[config.mk]
export PLATFORM = sky130hd
export DESIGN_NAME = control_unit_flat
export DESIGN_NICKNAME = d
export VERILOG_FILES = /design/src/rtl/cpu_ctrl_pkg.sv /design/src/rtl/control_unit_if.sv /design/src/rtl/control_unit_opcode_decoder.sv /design/src/rtl/control_unit.sv /design/src/flat_wrapper.sv
export SDC_FILE = /design/constraint.sdc
export NUM_CORES = 1
export LEC_CHECK = 0
export ABC_AREA = 1
export ABC_CLOCK_PERIOD_IN_PS = 1400
export CAP_MARGIN = 5
export CELL_PAD_IN_SITES_DETAIL_PLACEMENT = 0
export CELL_PAD_IN_SITES_GLOBAL_PLACEMENT = 1
export CORE_MARGIN = 1.5
export CORE_UTILIZATION = 15
export DETAILED_ROUTE_END_ITERATION = 10
export PLACE_DENSITY = 0.76
export SLEW_MARGIN = 20
export SYNTH_ARGS = -nofsm -noshare
export SYNTH_HDL_FRONTEND = slang
export SYNTH_SLANG_ARGS = --single-unit
[constraint.sdc]
create_clock -name clock -period 1.4 [get_ports clock]
set_input_delay 0.28 -clock clock [delete_from_list [all_inputs] [get_ports clock]]
set_output_delay 0.28 -clock clock [all_outputs]
set_load 0.05 [all_outputs]
[src/rtl/cpu_ctrl_pkg.sv]
// Shared definitions for the hardwired control sequencer: opcodes, ALU
// selects, state encoding, instruction field positions and decode class.
package cpu_ctrl_pkg;

  // Instruction field positions
  localparam int OP_MSB = 31;
  localparam int OP_LSB = 27;
  localparam int RA_MSB = 26;
  localparam int RA_LSB = 23;
  localparam int RB_MSB = 22;
  localparam int RB_LSB = 19;
  localparam int RC_MSB = 18;
  localparam int RC_LSB = 15;
  localparam int C_MSB  = 18;
  localparam int C_LSB  = 0;

  // Opcodes
  localparam logic [4:0] OP_LD   = 5'b00000;
  localparam logic [4:0] OP_ST   = 5'b00010;
  localparam logic [4:0] OP_ADD  = 5'b00011;
  localparam logic [4:0] OP_SUB  = 5'b00100;
  localparam logic [4:0] OP_AND  = 5'b00101;
  localparam logic [4:0] OP_OR   = 5'b00110;
  localparam logic [4:0] OP_ADDI = 5'b01100;
  localparam logic [4:0] OP_NOP  = 5'b11010;
  localparam logic [4:0] OP_HALT = 5'b11011;

  // ALU selects
  localparam logic [3:0] ALU_ADD = 4'b0000;
  localparam logic [3:0] ALU_SUB = 4'b0001;
  localparam logic [3:0] ALU_AND = 4'b0010;
  localparam logic [3:0] ALU_OR  = 4'b0011;

  // Sequencer states
  localparam logic [3:0] S_RESET = 4'd0;
  localparam logic [3:0] S_T0    = 4'd1;
  localparam logic [3:0] S_T1    = 4'd2;
  localparam logic [3:0] S_T2    = 4'd3;
  localparam logic [3:0] S_T3    = 4'd4;
  localparam logic [3:0] S_T4    = 4'd5;
  localparam logic [3:0] S_T5    = 4'd6;
  localparam logic [3:0] S_T6    = 4'd7;
  localparam logic [3:0] S_T7    = 4'd8;
  localparam logic [3:0] S_HALT  = 4'd9;

  // One-hot instruction class produced by the opcode decoder
  typedef struct packed {
    logic is_load;
    logic is_store;
    logic is_alu_r;
    logic is_addi;
    logic is_nop;
    logic is_halt;
    logic is_illegal;
  } op_class_t;

endpackage

[src/rtl/control_unit_if.sv]
// Control bundle between the sequencer (master) and the datapath (slave):
// the IR contents flow up, every strobe and select flows down.
interface control_unit_if #(parameter int ALUW = 4);
  logic [31:0]     ir;
  logic            pco, pci, pc_inc, iri;
  logic            mari, mdri, mdro, mem_read, mem_write;
  logic            ryi, zi, zo;
  logic [ALUW-1:0] alu_op;
  logic            gra, grb, grc, rin, rout, baout, csigno;
  logic            run, illegal;

  // Handshake: none; strobes are level signals valid for the whole clock
  // in which the sequencer holds a given state, and ir must be stable from
  // T3 through the end of the instruction.
  modport master (
    input  ir,
    output pco, pci, pc_inc, iri, mari, mdri, mdro, mem_read, mem_write,
           ryi, zi, zo, alu_op, gra, grb, grc, rin, rout, baout, csigno,
           run, illegal
  );

  modport slave (
    output ir,
    input  pco, pci, pc_inc, iri, mari, mdri, mdro, mem_read, mem_write,
           ryi, zi, zo, alu_op, gra, grb, grc, rin, rout, baout, csigno,
           run, illegal
  );
endinterface

[src/rtl/control_unit_opcode_decoder.sv]
// Maps the opcode field to a one-hot instruction class and the ALU select
// used in T4 of register-register instructions.
module opcode_decoder
  import cpu_ctrl_pkg::*;
#(
  parameter int OPW  = 5,
  parameter int ALUW = 4
) (
  input  logic [OPW-1:0]  opcode,
  output op_class_t       op_class,
  output logic [ALUW-1:0] alu_op
);

  // Pure combinational classification; anything unlisted is illegal
  always_comb begin
    op_class = '0;
    alu_op   = ALUW'(ALU_ADD);
    case (opcode)
      OP_LD:   op_class.is_load  = 1'b1;
      OP_ST:   op_class.is_store = 1'b1;
      OP_ADD:  op_class.is_alu_r = 1'b1;
      OP_SUB:  begin op_class.is_alu_r = 1'b1; alu_op = ALUW'(ALU_SUB); end
      OP_AND:  begin op_class.is_alu_r = 1'b1; alu_op = ALUW'(ALU_AND); end
      OP_OR:   begin op_class.is_alu_r = 1'b1; alu_op = ALUW'(ALU_OR);  end
      OP_ADDI: op_class.is_addi  = 1'b1;
      OP_NOP:  op_class.is_nop   = 1'b1;
      OP_HALT: op_class.is_halt  = 1'b1;
      default: op_class.is_illegal = 1'b1;
    endcase
  end

endmodule

[src/rtl/control_unit.sv]
// Hardwired control sequencer: one micro-step per clock, Moore outputs
// decoded from the state register and the IR opcode.
module control_unit
  import cpu_ctrl_pkg::*;
#(
  parameter int OPW  = 5,
  parameter int ALUW = 4
) (
  input  logic           clock,
  input  logic           clear,
  control_unit_if.master cu,
  output logic [3:0]     state
);

  logic [3:0]      state_next;
  op_class_t       cls;
  logic [ALUW-1:0] dec_alu_op;
  logic            mem_ref;

  opcode_decoder #(.OPW(OPW), .ALUW(ALUW)) u_dec (
    .opcode   (cu.ir[OP_LSB +: OPW]),
    .op_class (cls),
    .alu_op   (dec_alu_op)
  );

  assign mem_ref = cls.is_load | cls.is_store;

  // State register; clear drops straight to RESET so no partial write completes
  always_ff @(posedge clock or negedge clear) begin
    if (!clear) state <= S_RESET;
    else        state <= state_next;
  end

  // Sequencing: instruction length is decided in T3 and T5
  always_comb begin
    state_next = S_RESET;
    case (state)
      S_RESET: state_next = S_T0;
      S_T0:    state_next = S_T1;
      S_T1:    state_next = S_T2;
      S_T2:    state_next = S_T3;
      S_T3:    state_next = cls.is_halt ? S_HALT :
                            (cls.is_nop | cls.is_illegal) ? S_T0 : S_T4;
      S_T4:    state_next = S_T5;
      S_T5:    state_next = mem_ref ? S_T6 : S_T0;
      S_T6:    state_next = S_T7;
      S_T7:    state_next = S_T0;
      S_HALT:  state_next = S_HALT;
      default: state_next = S_RESET;
    endcase
  end

  // Strobe decode; every strobe defaults low and alu_op defaults to ADD
  always_comb begin
    cu.pco = 1'b0; cu.pci = 1'b0; cu.pc_inc = 1'b0; cu.iri = 1'b0;
    cu.mari = 1'b0; cu.mdri = 1'b0; cu.mdro = 1'b0;
    cu.mem_read = 1'b0; cu.mem_write = 1'b0;
    cu.ryi = 1'b0; cu.zi = 1'b0; cu.zo = 1'b0;
    cu.alu_op = ALUW'(ALU_ADD);
    cu.gra = 1'b0; cu.grb = 1'b0; cu.grc = 1'b0;
    cu.rin = 1'b0; cu.rout = 1'b0; cu.baout = 1'b0; cu.csigno = 1'b0;
    cu.illegal = 1'b0;
    cu.run = (state >= S_T0) && (state <= S_T7);
    case (state)
      S_T0: begin cu.pco = 1'b1; cu.mari = 1'b1; cu.pc_inc = 1'b1; end
      S_T1: begin cu.mem_read = 1'b1; cu.mdri = 1'b1; end
      S_T2: begin cu.mdro = 1'b1; cu.iri = 1'b1; end
      S_T3: begin
        if (mem_ref) begin
          cu.grb = 1'b1; cu.baout = 1'b1; cu.ryi = 1'b1;
        end else if (cls.is_alu_r | cls.is_addi) begin
          cu.grb = 1'b1; cu.rout = 1'b1; cu.ryi = 1'b1;
        end
        cu.illegal = cls.is_illegal;
      end
      S_T4: begin
        cu.zi = 1'b1;
        if (cls.is_alu_r) begin
          cu.grc = 1'b1; cu.rout = 1'b1; cu.alu_op = dec_alu_op;
        end else begin
          cu.csigno = 1'b1;
        end
      end
      S_T5: begin
        cu.zo = 1'b1;
        if (mem_ref) cu.mari = 1'b1;
        else begin cu.gra = 1'b1; cu.rin = 1'b1; end
      end
      S_T6: begin
        cu.mdri = 1'b1;
        if (cls.is_load) cu.mem_read = 1'b1;
        else begin cu.gra = 1'b1; cu.rout = 1'b1; end
      end
      S_T7: begin
        if (cls.is_load) begin
          cu.mdro = 1'b1; cu.gra = 1'b1; cu.rin = 1'b1;
        end else begin
          cu.mem_write = 1'b1;
        end
      end
      default: ;
    endcase
  end

endmodule

[src/flat_wrapper.sv]
// flat-port wrapper written by rule: the top's interface ports become plain ports
module control_unit_flat import cpu_ctrl_pkg::*;
#(
  parameter int OPW  = 5,
  parameter int ALUW = 4
)
  (clock, clear, state, cu_ir, cu_pco, cu_pci, cu_pc_inc, cu_iri, cu_mari, cu_mdri, cu_mdro, cu_mem_read, cu_mem_write, cu_ryi, cu_zi, cu_zo, cu_alu_op, cu_gra, cu_grb, cu_grc, cu_rin, cu_rout, cu_baout, cu_csigno, cu_run, cu_illegal);
  control_unit_if #(.ALUW(ALUW)) cu_i ();
  input  logic clock;
  input  logic clear;
  output logic [3:0] state;
  input wire logic [$bits(cu_i.ir)-1:0] cu_ir;
  output wire logic [$bits(cu_i.pco)-1:0] cu_pco;
  output wire logic [$bits(cu_i.pci)-1:0] cu_pci;
  output wire logic [$bits(cu_i.pc_inc)-1:0] cu_pc_inc;
  output wire logic [$bits(cu_i.iri)-1:0] cu_iri;
  output wire logic [$bits(cu_i.mari)-1:0] cu_mari;
  output wire logic [$bits(cu_i.mdri)-1:0] cu_mdri;
  output wire logic [$bits(cu_i.mdro)-1:0] cu_mdro;
  output wire logic [$bits(cu_i.mem_read)-1:0] cu_mem_read;
  output wire logic [$bits(cu_i.mem_write)-1:0] cu_mem_write;
  output wire logic [$bits(cu_i.ryi)-1:0] cu_ryi;
  output wire logic [$bits(cu_i.zi)-1:0] cu_zi;
  output wire logic [$bits(cu_i.zo)-1:0] cu_zo;
  output wire logic [$bits(cu_i.alu_op)-1:0] cu_alu_op;
  output wire logic [$bits(cu_i.gra)-1:0] cu_gra;
  output wire logic [$bits(cu_i.grb)-1:0] cu_grb;
  output wire logic [$bits(cu_i.grc)-1:0] cu_grc;
  output wire logic [$bits(cu_i.rin)-1:0] cu_rin;
  output wire logic [$bits(cu_i.rout)-1:0] cu_rout;
  output wire logic [$bits(cu_i.baout)-1:0] cu_baout;
  output wire logic [$bits(cu_i.csigno)-1:0] cu_csigno;
  output wire logic [$bits(cu_i.run)-1:0] cu_run;
  output wire logic [$bits(cu_i.illegal)-1:0] cu_illegal;
  assign cu_i.ir = cu_ir;
  assign cu_pco = cu_i.pco;
  assign cu_pci = cu_i.pci;
  assign cu_pc_inc = cu_i.pc_inc;
  assign cu_iri = cu_i.iri;
  assign cu_mari = cu_i.mari;
  assign cu_mdri = cu_i.mdri;
  assign cu_mdro = cu_i.mdro;
  assign cu_mem_read = cu_i.mem_read;
  assign cu_mem_write = cu_i.mem_write;
  assign cu_ryi = cu_i.ryi;
  assign cu_zi = cu_i.zi;
  assign cu_zo = cu_i.zo;
  assign cu_alu_op = cu_i.alu_op;
  assign cu_gra = cu_i.gra;
  assign cu_grb = cu_i.grb;
  assign cu_grc = cu_i.grc;
  assign cu_rin = cu_i.rin;
  assign cu_rout = cu_i.rout;
  assign cu_baout = cu_i.baout;
  assign cu_csigno = cu_i.csigno;
  assign cu_run = cu_i.run;
  assign cu_illegal = cu_i.illegal;
  control_unit #(.OPW(OPW), .ALUW(ALUW)) u_core (.clock(clock), .clear(clear), .cu(cu_i), .state(state));
endmodule
=== Word-level counts from Yosys, hierarchy flattened ===
Cells that the tools add are included.

* Register bits after elaboration: 4
* Bits in latches: 0
* RAM bits: 0
* Memory bits (read-only): 0
* Input port bits: 34
* Memories kept: 0

* $add $sub $neg: 0
* Multipliers: 0
* Div/mod/pow operators: 0
* Magnitude comparators: 2
* Equality and inequality tests: 17
* Shifts and indexed selects: 0
* Muxes and demuxes: 40
* Bitwise logic cells: 3
* Reductions and logical operators: 7

{| class="wikitable"
|+ Operators by type and width
! operator !! count
|-
| $pmux W4 S9 || 1
|-
| $mux W1 || 27
|-
| $eq A4 B3 Y1 const B || 4
|-
| $eq A5 B3 Y1 const B || 3
|-
| $eq A5 B2 Y1 const B || 2
|-
| $eq A5 B5 Y1 const B || 2
|-
| $reduce_or A9 Y1 || 1
|-
| $eq A4 B2 Y1 const B || 2
|-
| $eq A4 B4 Y1 const B || 2
|-
| $mux W4 || 2
|-
| $pmux W1 S2 || 4
|-
| $mux W3 || 2
|-
| $pmux W1 S3 || 2
|-
| $pmux W2 S3 || 1
|-
| $eq A5 B4 Y1 const B || 1
|-
| $logic_not A5 Y1 || 1
|-
| $eq A4 B1 Y1 const B || 1
|-
| $ge A4 B1 Y1 const B || 1
|-
| $le A4 B4 Y1 const B || 1
|-
| $logic_not A4 Y1 || 1
|-
| $reduce_or A2 Y1 || 2
|-
| $reduce_or A4 Y1 || 1
|-
| $or A1 B1 Y1 || 3
|-
| $mux W2 || 1
|-
| $logic_and A1 B1 Y1 || 1
|}

=== Depth between registers and ports, before layout ===
Gate-level depths: netlist of run 1.

* Depth in word-level cells: 7
* Depth in mapped cells: 8

=== Cells and area by module ===
From an unflattened synthesis of run 1, not the netlist that was laid out.

* Cells, all modules: 109
* Area total of the unflattened synthesis: 628.1 sq um

{| class="wikitable"
|+ Modules (own cells, without submodules)
! module !! times used !! cells an instance !! area each (sq um)
|-
| control_unit || 1 || 81 || 493.0
|-
| opcode_decoder || 1 || 28 || 135.1
|}

=== Worst setup path before layout of run 1 ===
OpenSTA, ideal clock, no wires.

* Path type: reg-to-output
* Start point: register u_core.state[0]
* End point: output cu_alu_op[0]
* Data arrival time: 2147 ps
* Required time: 1120 ps
* Path slack: -1027 ps
* Cell stages (with the launch flop): 5
* Path buffers: 0
* Cell sequence: dfrtp_1 > inv_2 > nor2_4 > nand2_4 > nor3_1

* Longest elaborated chain between the ends: 2

{| class="wikitable"
|+ RTL lines
! item !! line !! source
|-
| start: declaration || control_unit.sv:12 || <nowiki>output logic [3:0] state</nowiki>
|-
| start signal: assignment || control_unit.sv:31 || <nowiki>else state <= state_next;</nowiki>
|-
| $eq A4 B3 Y1 || control_unit.sv:64 || <nowiki>case (state)</nowiki>
|-
| $mux W4 || control_unit.sv:64 ||
|-
| end: declaration || flat_wrapper.sv:25 || <nowiki>output wire logic [$bits(cu_i.alu_op)-1:0] cu_alu_op;</nowiki>
|}

No other way between the ends.

=== Worst setup path after layout of run 1 ===
* Start point: register u_core.state[0]
* End point: output cu_mdro

* Longest elaborated chain between the ends: 2
* Elaborated cells between the ends (all ways): 3
* Those cells by class: eq/ne (2); mux (1)

{| class="wikitable"
|+ RTL lines
! item !! line !! source
|-
| $eq A4 B4 Y1 / $eq A4 B2 Y1 (equally long branches) || control_unit.sv:64 ||
|-
| $pmux W1 S2 * || control_unit.sv:64 ||
|-
| end: declaration || flat_wrapper.sv:19 || <nowiki>output wire logic [$bits(cu_i.mdro)-1:0] cu_mdro;</nowiki>
|}

Mark *: on every way between the ends. The rest lies on a longest branch, timed or not.

==> qor.yml, run 1 <==
drive_gt1_frac: 0.815
wl_per_cell_um: 11.4
synth_cells: 93
violations: "negative setup slack"
synthXorXnorAreaFrac: 0
die_w_um: 63.4
yosysTopAreaCell: "dfrtp_1"
grt_setup_unrepaired: "yes"
clock-sinks: 4
final.setup.tns_ns: -6.96
synth_simple_gate_area_frac: 0.537
final_util: 0.537
syn_area_sq_um: 548
antenna_found_initial: 0
peakVddDrop_mv: 0.610
layout.area.seq_sq_um: 110
r2r_start: "u_core.state[1]$_DFF_PN0_"
via_per_inst: 3.97
ios: 63
setup_viol: 22
place.port_buffers: 32
cts_buffer_depth: 2
worstPathArrival_ns: 1.52
synth-seq-cells: 4
insertion_delay_ns: 0.23
skew_ns: 0.00138
async_flop_share: 1.00
yosysMostFrequentCell: "nand2_1"
start_util: 0.160
core_sq_um: 3420
yosysTopAreaCellShare: 0.183
fin_nets: 204
synthDistinctLibCells: 23
startpoint_type: "flip-flop"
postPlaceCellArea_sq_um: 1580
cts_root_buf: "clkbuf_4"
setup.worst_path.end_class: "output port"
synth_top_family_by_area: "simple AND/OR/NAND/NOR gates"
antenna_cells: 0
cap_violations: 0
yosysWarningCount: 0
setup_slack_ns: -0.396
hp-class: "in -> async"
final_area_sq_um: 1830
synthToLayoutAreaGrowth_pct: 235
avgSynthCellArea_sq_um: 5.89
holdWs_ns: 0.253
ant_nets: 0
min_period_ns: 1.80
grt_overflow: 0
rr_worst_depth: 7
yosysSeqAreaShare: 0.183
gr-usage-all-layers: 0.120
synth_compound_area_frac: 0.0525
synthTopCellsByArea: "dfrtp_1, nand2_1, inv_1, nand3_1, buf_4"
die_h_um: 63.4
cts_buffers: 3
cts_tree: "yes"
multiInputGateArea_sq_um: 597
outcome: "finished, violations left"
grt_max_degree: 6
final_max_slew_viol_count: 0
rrSetupSlack_ns: 0.06
hold_violations: 0
vias: 850
rows: 21
p_leak_nw: 0.861
hpwl_um: 1840
reg2reg_to: "u_core.state[3]$_DFF_PN0_"
synthMuxAreaShare: 0
fmax_mhz: 557
synthTopCellsByCount: "nand2_1, inv_1, nor2_1"
drc_errors: 0
pwr_density_cell_nw_per_um2: 2160
gp_congestion: 0.836
top_register: "u_core.state"
power_mw: 3.96
top_regs: "u_core.state x4"
synth_fa_ha_area_frac: 0
htree_levels: 1
synth-edff-count: 0
post-route-period-util: 1.28
cp_data_required_time_ns: 1.12
ys.flop_type: "dfrtp_1"
timing_worst_setup_path_type: "reg -> out"
largest_reg_flops: 4
finalWirelength_um: 2440
drt_first_pass_iters: 4
grt_pass1_vias: 911
cp_max_fo: 5
grt_pass1_wl_um: 3930
drt_iter0_drc: 8
n_fill_cell: 302
dieArea_sq_um: 4030
clk_pin_slew_ns: 0.04
==> routing by layer <==
layer	vias up	wire, um	global-route usage
met1	394	920	0.130
met2	26	1410	0.236
met5	-	0	0
li1	428	-	-
met3	2	100	0.0107
met4	0	12	0.0435
==> power by group <==
group / leakage, nW / internal (mW) / switching [mW]
Clock: 0.0138 / 0.0956 / 0.0426
Sequential: 0.0457 / 0.190 / 0.122
Combinational: 0.801 / 1.69 / 1.82
Total: 0.861 / 1.97 / 1.99
==> worst max-delay path by stage <==
stage | slack [ns] | endpoint | start | cells past startpoint
after floorplan | -0.55 | cu_gra | u_core.state[3]$_DFF_PN0_ | 5
after global placement | -0.57 | cu_illegal | cu_ir[27] | 9
after detailed placement | -0.59 | cu_grc | cu_ir[27] | 9
after CTS | -0.41 | cu_grb | u_core.state[1]$_DFF_PN0_ | 6
after global routing | -0.44 | cu_gra | u_core.state[0]$_DFF_PN0_ | 5
final | -0.40 | cu_mdro | u_core.state[0]$_DFF_PN0_ | 5
==> cell type report <==
class                           count  share of cell area
Multi-Input combinational cell     64               0.325
Clock buffer                        3              0.0123
Inverter                           22              0.0621
Tap cell                           46              0.0314
Sequential cell                     4              0.0600
Timing Repair Buffer               75               0.509
==> worst max-delay path, cell delays in order, from the launching register on <==
cell     delay, ns
dfrtp_4       0.53
nor2_4        0.13
and3_4        0.25
nand3_4       0.13
nand2_4       0.11
buf_12        0.13
==> cells in the final DEF (no fill, tap or decap), types with 2 or more instances in the layout <==
master / instances
buf_4: 32
a21oi_1: 2
nand3_2: 2
inv_1: 6
nor3_4: 3
nand2_1: 8
buf_12: 25
clkinvlp_4: 3
dfrtp_2: 2
nand2_4: 7
nand3_1: 3
dlygate4sd2_1: 4
clkbuf_4: 3
nor2_4: 11
conb_1: 3
nand2_2: 10
dfrtp_4: 2
buf_8: 2
nand4_1: 2
buf_6: 10
nand3_4: 4
inv_2: 9
==> cells by family after synthesis <==
| group | count (synthesis) |
|---|---|
| flip-flops | 4 |
| AO/OA/AOI/OAI | 5 |
| buffers and inverters | 27 |
| other | 1 |
| AND/OR/NAND/NOR | 56 |
==> stage by stage <==
step	setup WS, ns	instances
2_1_floorplan	-0.548	95
3_3_place_gp	-0.568	200
3_5_place_dp	-0.588	200
4_1_cts	-0.410	211
5_1_grt	-0.442	214
6_report	-0.396	214
==> repair_timing <==
item                       CTS  global route
hold buffers                 0             0
hold endpoints to repair     0             0
setup buffers                8             7
pin swaps                   15            12
setup endpoints to repair   23            24
resized for setup           40            16
No activity file was read; power rests on OpenSTA's default activity.
==> run 2, diff against run 1 <==
--- a/config.mk
+++ b/config.mk
@@ -14,6 +14,8 @@
 export CORE_UTILIZATION = 15
 export DETAILED_ROUTE_END_ITERATION = 10
 export PLACE_DENSITY = 0.76
+export REMOVE_ABC_BUFFERS = 1
+export SKIP_LAST_GASP = 1
 export SLEW_MARGIN = 20
 export SYNTH_ARGS = -nofsm -noshare
 export SYNTH_HDL_FRONTEND = slang
==> run 2 against run 1 <==
Against the previous run:
- the run still ends with negative setup slack left
- flip-flop and latch count stayed put
- clock power hardly changed
- clock-buffer cell count stayed put
==> qor.yml, run 2 (synthesized netlist as in run 1, its figures left out) <==
drt_iter0_drc: 8  # unchanged
antenna_found_initial: 0  # unchanged
final_max_slew_viol_count: 0  # unchanged
final_util: 0.473  # -0.0645
cts_hold_buffers: 0  # unchanged
grt_max_degree: 6  # unchanged
htree_levels: 1  # unchanged
grt_pass1_vias: 786  # -14%
largest_reg_flops: 4  # unchanged
dieArea_sq_um: 4030  # unchanged
cts_root_buf: "clkbuf_4"
place.port_buffers: 32  # unchanged
antenna_cells: 0  # unchanged
hold_violations: 0  # unchanged
pwr_density_cell_nw_per_um2: 2150  # -0.30%
skew_ns: 0.00130  # -0.0000738 ns
p_sw_frac: 0.513  # +0.0113
fmax_mhz: 573  # +2.9%
setup.worst_path.end_class: "output port"
cap_violations: 0  # unchanged
clock-sinks: 4  # unchanged
min_period_ns: 1.75  # -0.0502 ns
finalWirelength_um: 2090  # -14%
wl_per_cell_um: 10.2  # -10%
setup_viol: 23  # +4.5%
grt_setup_unrepaired: "yes"
postPlaceCellArea_sq_um: 1340  # -15%
hp-class: "in -> async"
outcome: "finished, violations left"
clk_pin_slew_ns: 0.04  # about the same
synthToLayoutAreaGrowth_pct: 195
layout_common_cells: "buf_4, buf_12, nand2_1"
cts_buffers: 3  # unchanged
worstPathArrival_ns: 1.47  # -0.05 ns
violations: "negative setup slack"
cp_data_required_time_ns: 1.12  # about the same
die_w_um: 63.4  # unchanged
via_per_inst: 3.91  # -1.5%
gp_congestion: 0.875  # +4.7%
top_regs: "u_core.state x4"
ant_nets: 0  # unchanged
dp_cells: 193  # -3.5%
vias: 798  # -6.1%
cp_max_fo: 5  # unchanged
cts_buffer_depth: 2  # unchanged
drive_gt1_frac: 0.722  # -0.0940
p_switching_mw: 1.78  # -10%
fin_nets: 194  # -4.9%
drc_errors: 0  # unchanged
insertion_delay_ns: 0.23  # about the same
start_util: 0.160  # unchanged
top_register: "u_core.state"
p_leak_nw: 0.808  # -6.1%
rows: 21  # unchanged
hpwl_um: 1680  # -8.5%
die_h_um: 63.4  # unchanged
cts_tree: "yes"
ios: 63  # unchanged
setup_slack_ns: -0.346  # +0.0502 ns
grt_overflow: 0  # unchanged
gr-usage-all-layers: 0.104  # -0.0156
combPwrFrac: 0.883  # -0.003
core_sq_um: 3420  # unchanged
peakVddDrop_mv: 1.05  # +72%
post-route-period-util: 1.25  # -0.0359
timing_worst_setup_path_type: "reg -> out"
fin_cells: 204  # -4.7%
startpoint_type: "flip-flop"
final_area_sq_um: 1610  # -12%
internal_power_mw: 1.69  # -14%
clock_power_share: 0.041  # +0.006
drt_first_pass_iters: 4  # unchanged
grt_pass1_wl_um: 3350  # -15%
pwr-share-seq: 0.076  # -0.003
## run 2: power groups by stage
stage	clock (mW)	combinational (mW)	sequential [mW]
finish	0.141	3.07	0.263
global route	0.162	3.19	0.272
CTS	0.149	2.91	0.237
detailed placement	0	2.77	0.230
global placement	0	2.76	0.229
floorplan	0	1.12	0.409
## run 2: routing by layer
metal  vias to the layer above  track usage  wire [um]
met5                         -            0          0
li1                        412            -          -
met3                         2       0.0143         71
met2                        20        0.184       1220
met1                       364        0.121        784
met4                         0       0.0516         19
## run 2: through the flow
stage	setup slack (ns)	setup TNS, ns	hold slack [ns]	total power [mW]
after floorplan	-1.18	-14.31	-0.0156	1.53
after global placement	-0.520	-6.68	0.486	2.99
after detailed placement	-0.578	-7.30	0.490	3.00
after CTS	-0.347	-6.69	0.240	3.29
after global routing	-0.440	-8.23	0.249	3.62
final	-0.346	-6.55	0.241	3.47
## run 2: worst paths after layout
path / start / end / slack (ns) / depth (start not counted)
setup reg to reg: u_core.state[3]$_DFF_PN0_ / u_core.state[2]$_DFF_PN0_ / -0.06 / 11
max in group asynchronous: clear / u_core.state[1]$_DFF_PN0_ / 0.98 / 1
setup / recovery: u_core.state[1]$_DFF_PN0_ / cu_alu_op[1] / -0.35 / 5
hold / removal: clear / u_core.state[2]$_DFF_PN0_ / 0.24 / 1
hold reg to reg: u_core.state[0]$_DFF_PN0_ / u_core.state[0]$_DFF_PN0_ / 0.67 / 2
min in group clock: cu_ir[31] / u_core.state[3]$_DFF_PN0_ / 0.64 / 5
## run 2: layout make-up
class,instances,area (sq um)
flip-flops and latches,4,103
multi-input cells,64,490
fillers,344,1800
inverters,22,91.3
well taps,46,57.6
repair buffers,65,850
clock buffers,3,22.5
## run 2: timing repair
item,CTS,global route
endpoints found under the setup margin,22,24
resized for setup,30,35
setup buffers,5,4
pin swaps,14,21
## run 2: critical path, stage by stage, from the launching register on
cell	delay, ns
dfrtp_2	0.44
buf_6	0.14
nor2_4	0.18
nand2_8	0.09
nor4_4	0.19
buf_12	0.18
==> run 3, diff against run 2 <==
--- a/config.mk
+++ b/config.mk
@@ -7,16 +7,18 @@
 export LEC_CHECK = 0
 export ABC_AREA = 1
 export ABC_CLOCK_PERIOD_IN_PS = 1400
-export CAP_MARGIN = 5
+export CAP_MARGIN = 0
 export CELL_PAD_IN_SITES_DETAIL_PLACEMENT = 0
 export CELL_PAD_IN_SITES_GLOBAL_PLACEMENT = 1
 export CORE_MARGIN = 1.5
-export CORE_UTILIZATION = 15
+export CORE_UTILIZATION = 17
+export CTS_CLUSTER_SIZE = 30
 export DETAILED_ROUTE_END_ITERATION = 10
-export PLACE_DENSITY = 0.76
+export PLACE_DENSITY = 0.78
 export REMOVE_ABC_BUFFERS = 1
 export SKIP_LAST_GASP = 1
 export SLEW_MARGIN = 20
 export SYNTH_ARGS = -nofsm -noshare
 export SYNTH_HDL_FRONTEND = slang
+export SYNTH_HIERARCHICAL = 1
 export SYNTH_SLANG_ARGS = --single-unit
==> run 3 against run 2 <==
Against the previous run:
- the flow still finishes with violations (negative setup slack)
- register-to-register slack better by 0.24 ns
- die area is 1.1% higher
- cell count grew 6.9%
- via count up 10%
- wire length up 11%
- total power rose by 0.78%
- critical path type unchanged
==> qor.yml, run 3 <==
outcome: "finished, violations left"
violations: "negative setup slack"
p_switching_mw: 1.80  # +0.83%
vias: 878  # +10%
final_util: 0.493  # +0.0204
yosysTopAreaCellShare: 0.159  # -0.0233
cap_violations: 0  # unchanged
yosysSeqAreaShare: 0.159  # -0.0233
startpoint_type: "flip-flop"
rows: 21  # unchanged
hold_violations: 0  # unchanged
cpMostUsedCell: "inv_2"
r2r_start: "u_core/state[0]$_DFF_PN0_"
final.setup.tns_ns: -4.06  # +2.48 ns
largest_reg_flops: 4  # unchanged
dieArea_sq_um: 4070  # +1.1%
slowest_delay_ns: 0.44  # about the same
post-route-period-util: 1.18  # -0.0681
holdWs_ns: 0.261  # +0.0203 ns
drc_errors: 0  # unchanged
pwr_density_cell_nw_per_um2: 2060  # -4.1%
synthToLayoutAreaGrowth_pct: 170
cp_max_fo: 5  # unchanged
fin_nets: 208  # +7.2%
insertion_delay_ns: 0.22  # about the same
cts_tree: "yes"
layout_common_cells: "buf_4, buf_12, nand2_2"
cp_data_required_time_ns: 1.12  # about the same
crit_chain: "inv_2 -> nand2_4 -> nor2_4 -> inv_2 -> a21oi_2 -> buf_6 -> buf_12"
synth_compound_area_frac: 0.0677  # +0.0152
pwr-share-seq: 0.073  # -0.003
rr_worst_depth: 6  # -5
gr-usage-all-layers: 0.118  # +0.0141
rrSetupSlack_ns: 0.18  # +0.24 ns
yosysMostFrequentCell: "nand2_1"
hpwl_um: 1720  # +2.7%
die_h_um: 63.8  # +0.54%
grt_pass1_wl_um: 3850  # +15%
p_sw_frac: 0.513  # about the same
timing_worst_setup_path_type: "reg -> out"
cp_slowest_cell: "dfrtp_2"
drt_first_pass_iters: 4  # unchanged
cts_buffer_depth: 2  # unchanged
htree_levels: 1  # unchanged
ant_nets: 0  # unchanged
peakVddDrop_mv: 1.74  # +66%
clock-sinks: 4  # unchanged
grt_setup_unrepaired: "yes"
final_area_sq_um: 1700  # +5.1%
clk_pin_slew_ns: 0.03  # about the same
yosysWarningCount: 6  # +6
gp_congestion: 0.815  # -6.8%
reg2reg_to: "u_core/state[1]$_DFF_PN0_"
place.port_buffers: 32  # unchanged
via_per_inst: 4.03  # +3.0%
ys.flop_type: "dfrtp_1"
final_max_slew_viol_count: 0  # unchanged
antenna_found_initial: 0  # unchanged
syn_area_sq_um: 628  # +15%
start_util: 0.182  # +0.0220
grt_pass1_vias: 921  # +17%
setup.worst_path.end_class: "output port"
drive_gt1_frac: 0.756  # +0.0343
avgSynthCellArea_sq_um: 5.76  # -2.2%
synth-edff-count: 0  # unchanged
synth-seq-cells: 4  # unchanged
tightest_slew_ns: 0.550
synth_fa_ha_area_frac: 0  # unchanged
antenna_cells: 0  # unchanged
min_period_ns: 1.65  # -0.0953 ns
top_regs: "u_core/state x4"
finalWirelength_um: 2320  # +11%
async_flop_share: 1.00  # unchanged
synthTopCellsByArea: "dfrtp_1, nand2_1, inv_1, nor2_1, nand3_1"
grt_overflow: 0  # unchanged
setup_viol: 22  # -4.3%
clock_power_share: 0.068  # +0.027
synthTopCellsByCount: "nand2_1, inv_1, nor2_1"
yosysTopAreaCell: "dfrtp_1"
synthXorXnorAreaFrac: 0  # unchanged
drt_iter0_drc: 15  # +7
cts_root_buf: "clkbuf_8"
synth_cells: 109  # +17%
top_register: "u_core/state"
internal_power_mw: 1.70  # +0.73%
synth_simple_gate_area_frac: 0.566  # +0.0292
worstPathArrival_ns: 1.37  # -0.10 ns
grt_max_degree: 6  # unchanged
core_sq_um: 3440  # +0.77%
synthDistinctLibCells: 24  # +4.3%
setup_slack_ns: -0.250  # +0.0953 ns
ios: 63  # unchanged
synthMuxAreaShare: 0  # unchanged
relSlewSlack: 0.633
p_leak_nw: 0.823  # +1.8%
hp-class: "in -> async"
cts_buffers: 3  # unchanged
postPlaceCellArea_sq_um: 1420  # +5.3%
combPwrFrac: 0.858  # -0.025
wl_per_cell_um: 10.6  # +3.7%
cts_hold_buffers: 0  # unchanged
synth_top_family_by_area: "simple AND/OR/NAND/NOR gates"
die_w_um: 63.8  # +0.54%
fmax_mhz: 606  # +5.8%
skew_ns: 0.00132  # +0.0000191 ns
==> run 3: routing by layer <==
layer | up-vias | wire (um) | track usage
li1 | 458 | - | -
met1 | 395 | 908 | 0.132
met2 | 22 | 1290 | 0.223
met3 | 3 | 99 | 0.0194
met4 | 0 | 21 | 0.0408
met5 | - | 0 | 0
==> run 3: worst max-delay path by stage <==
| stage | startpoint | endpoint | slack, ns | cells past startpoint |
|---|---|---|---|---|
| after CTS | u_core/state[1]$_DFF_PN0_ | cu_ryi | -0.23 | 7 |
| after global routing | u_core/state[1]$_DFF_PN0_ | cu_mdro | -0.32 | 4 |
| after global placement | cu_ir[29] | cu_rout | -0.63 | 10 |
| after detailed placement | cu_ir[31] | cu_rout | -0.67 | 10 |
| after floorplan | u_core/state[2]$_DFF_PN0_ | cu_mdro | -0.91 | 3 |
| final | u_core/state[0]$_DFF_PN0_ | cu_ryi | -0.25 | 7 |
==> run 3: logic make-up (layout without fill, tap and decap cells) <==
logic type      after synthesis  after routing
other cells                   2              3
flops                         4              4
compound gates                7              7
buf+inv                      27             89
simple gates                 69             69
==> run 3: repair_timing <==
| item | CTS | global route |
|---|---|---|
| hold endpoints to repair | 0 | 0 |
| pin swaps | 14 | 7 |
| setup buffers | 6 | 0 |
| endpoints found under the setup margin | 25 | 22 |
| gates resized for setup | 69 | 20 |
==> run 3: critical path, delay by kind of cell, from the launching register on <==
kind                   cells  cell delay, ns
AO/OA/AOI/OAI              1            0.11
AND/OR/NAND/NOR            2            0.16
buffers and inverters      4            0.45
flip-flops                 1            0.44
==> run 3: layout make-up <==
| cell class | instances | area [sq um] |
|---|---|---|
| Multi-Input combinational cell | 79 | 591 |
| Inverter | 22 | 91.3 |
| Timing Repair Buffer | 64 | 813 |
| Sequential cell | 4 | 103 |
| Tap cell | 46 | 57.6 |
| Fill cell | 320 | 1750 |
| Clock buffer | 3 | 41.3 |
==> run 3: power groups by stage <==
stage	clock network, mW	registers [mW]	logic [mW]
after detailed placement	0	0.222	2.70
after CTS	0.248	0.233	2.91
final	0.239	0.257	3.00
after global placement	0	0.223	2.69
after floorplan	0	0.390	1.14
after global routing	0.268	0.264	3.13
==> run 3: per-stage QoR <==
stage | std cells | setup slack [ns] | total power, mW
2_1_floorplan | 105 | -0.912 | 1.53
3_3_place_gp | 209 | -0.634 | 2.92
3_5_place_dp | 209 | -0.670 | 2.92
4_1_cts | 218 | -0.226 | 3.39
5_1_grt | 218 | -0.317 | 3.66
6_report | 218 | -0.250 | 3.50
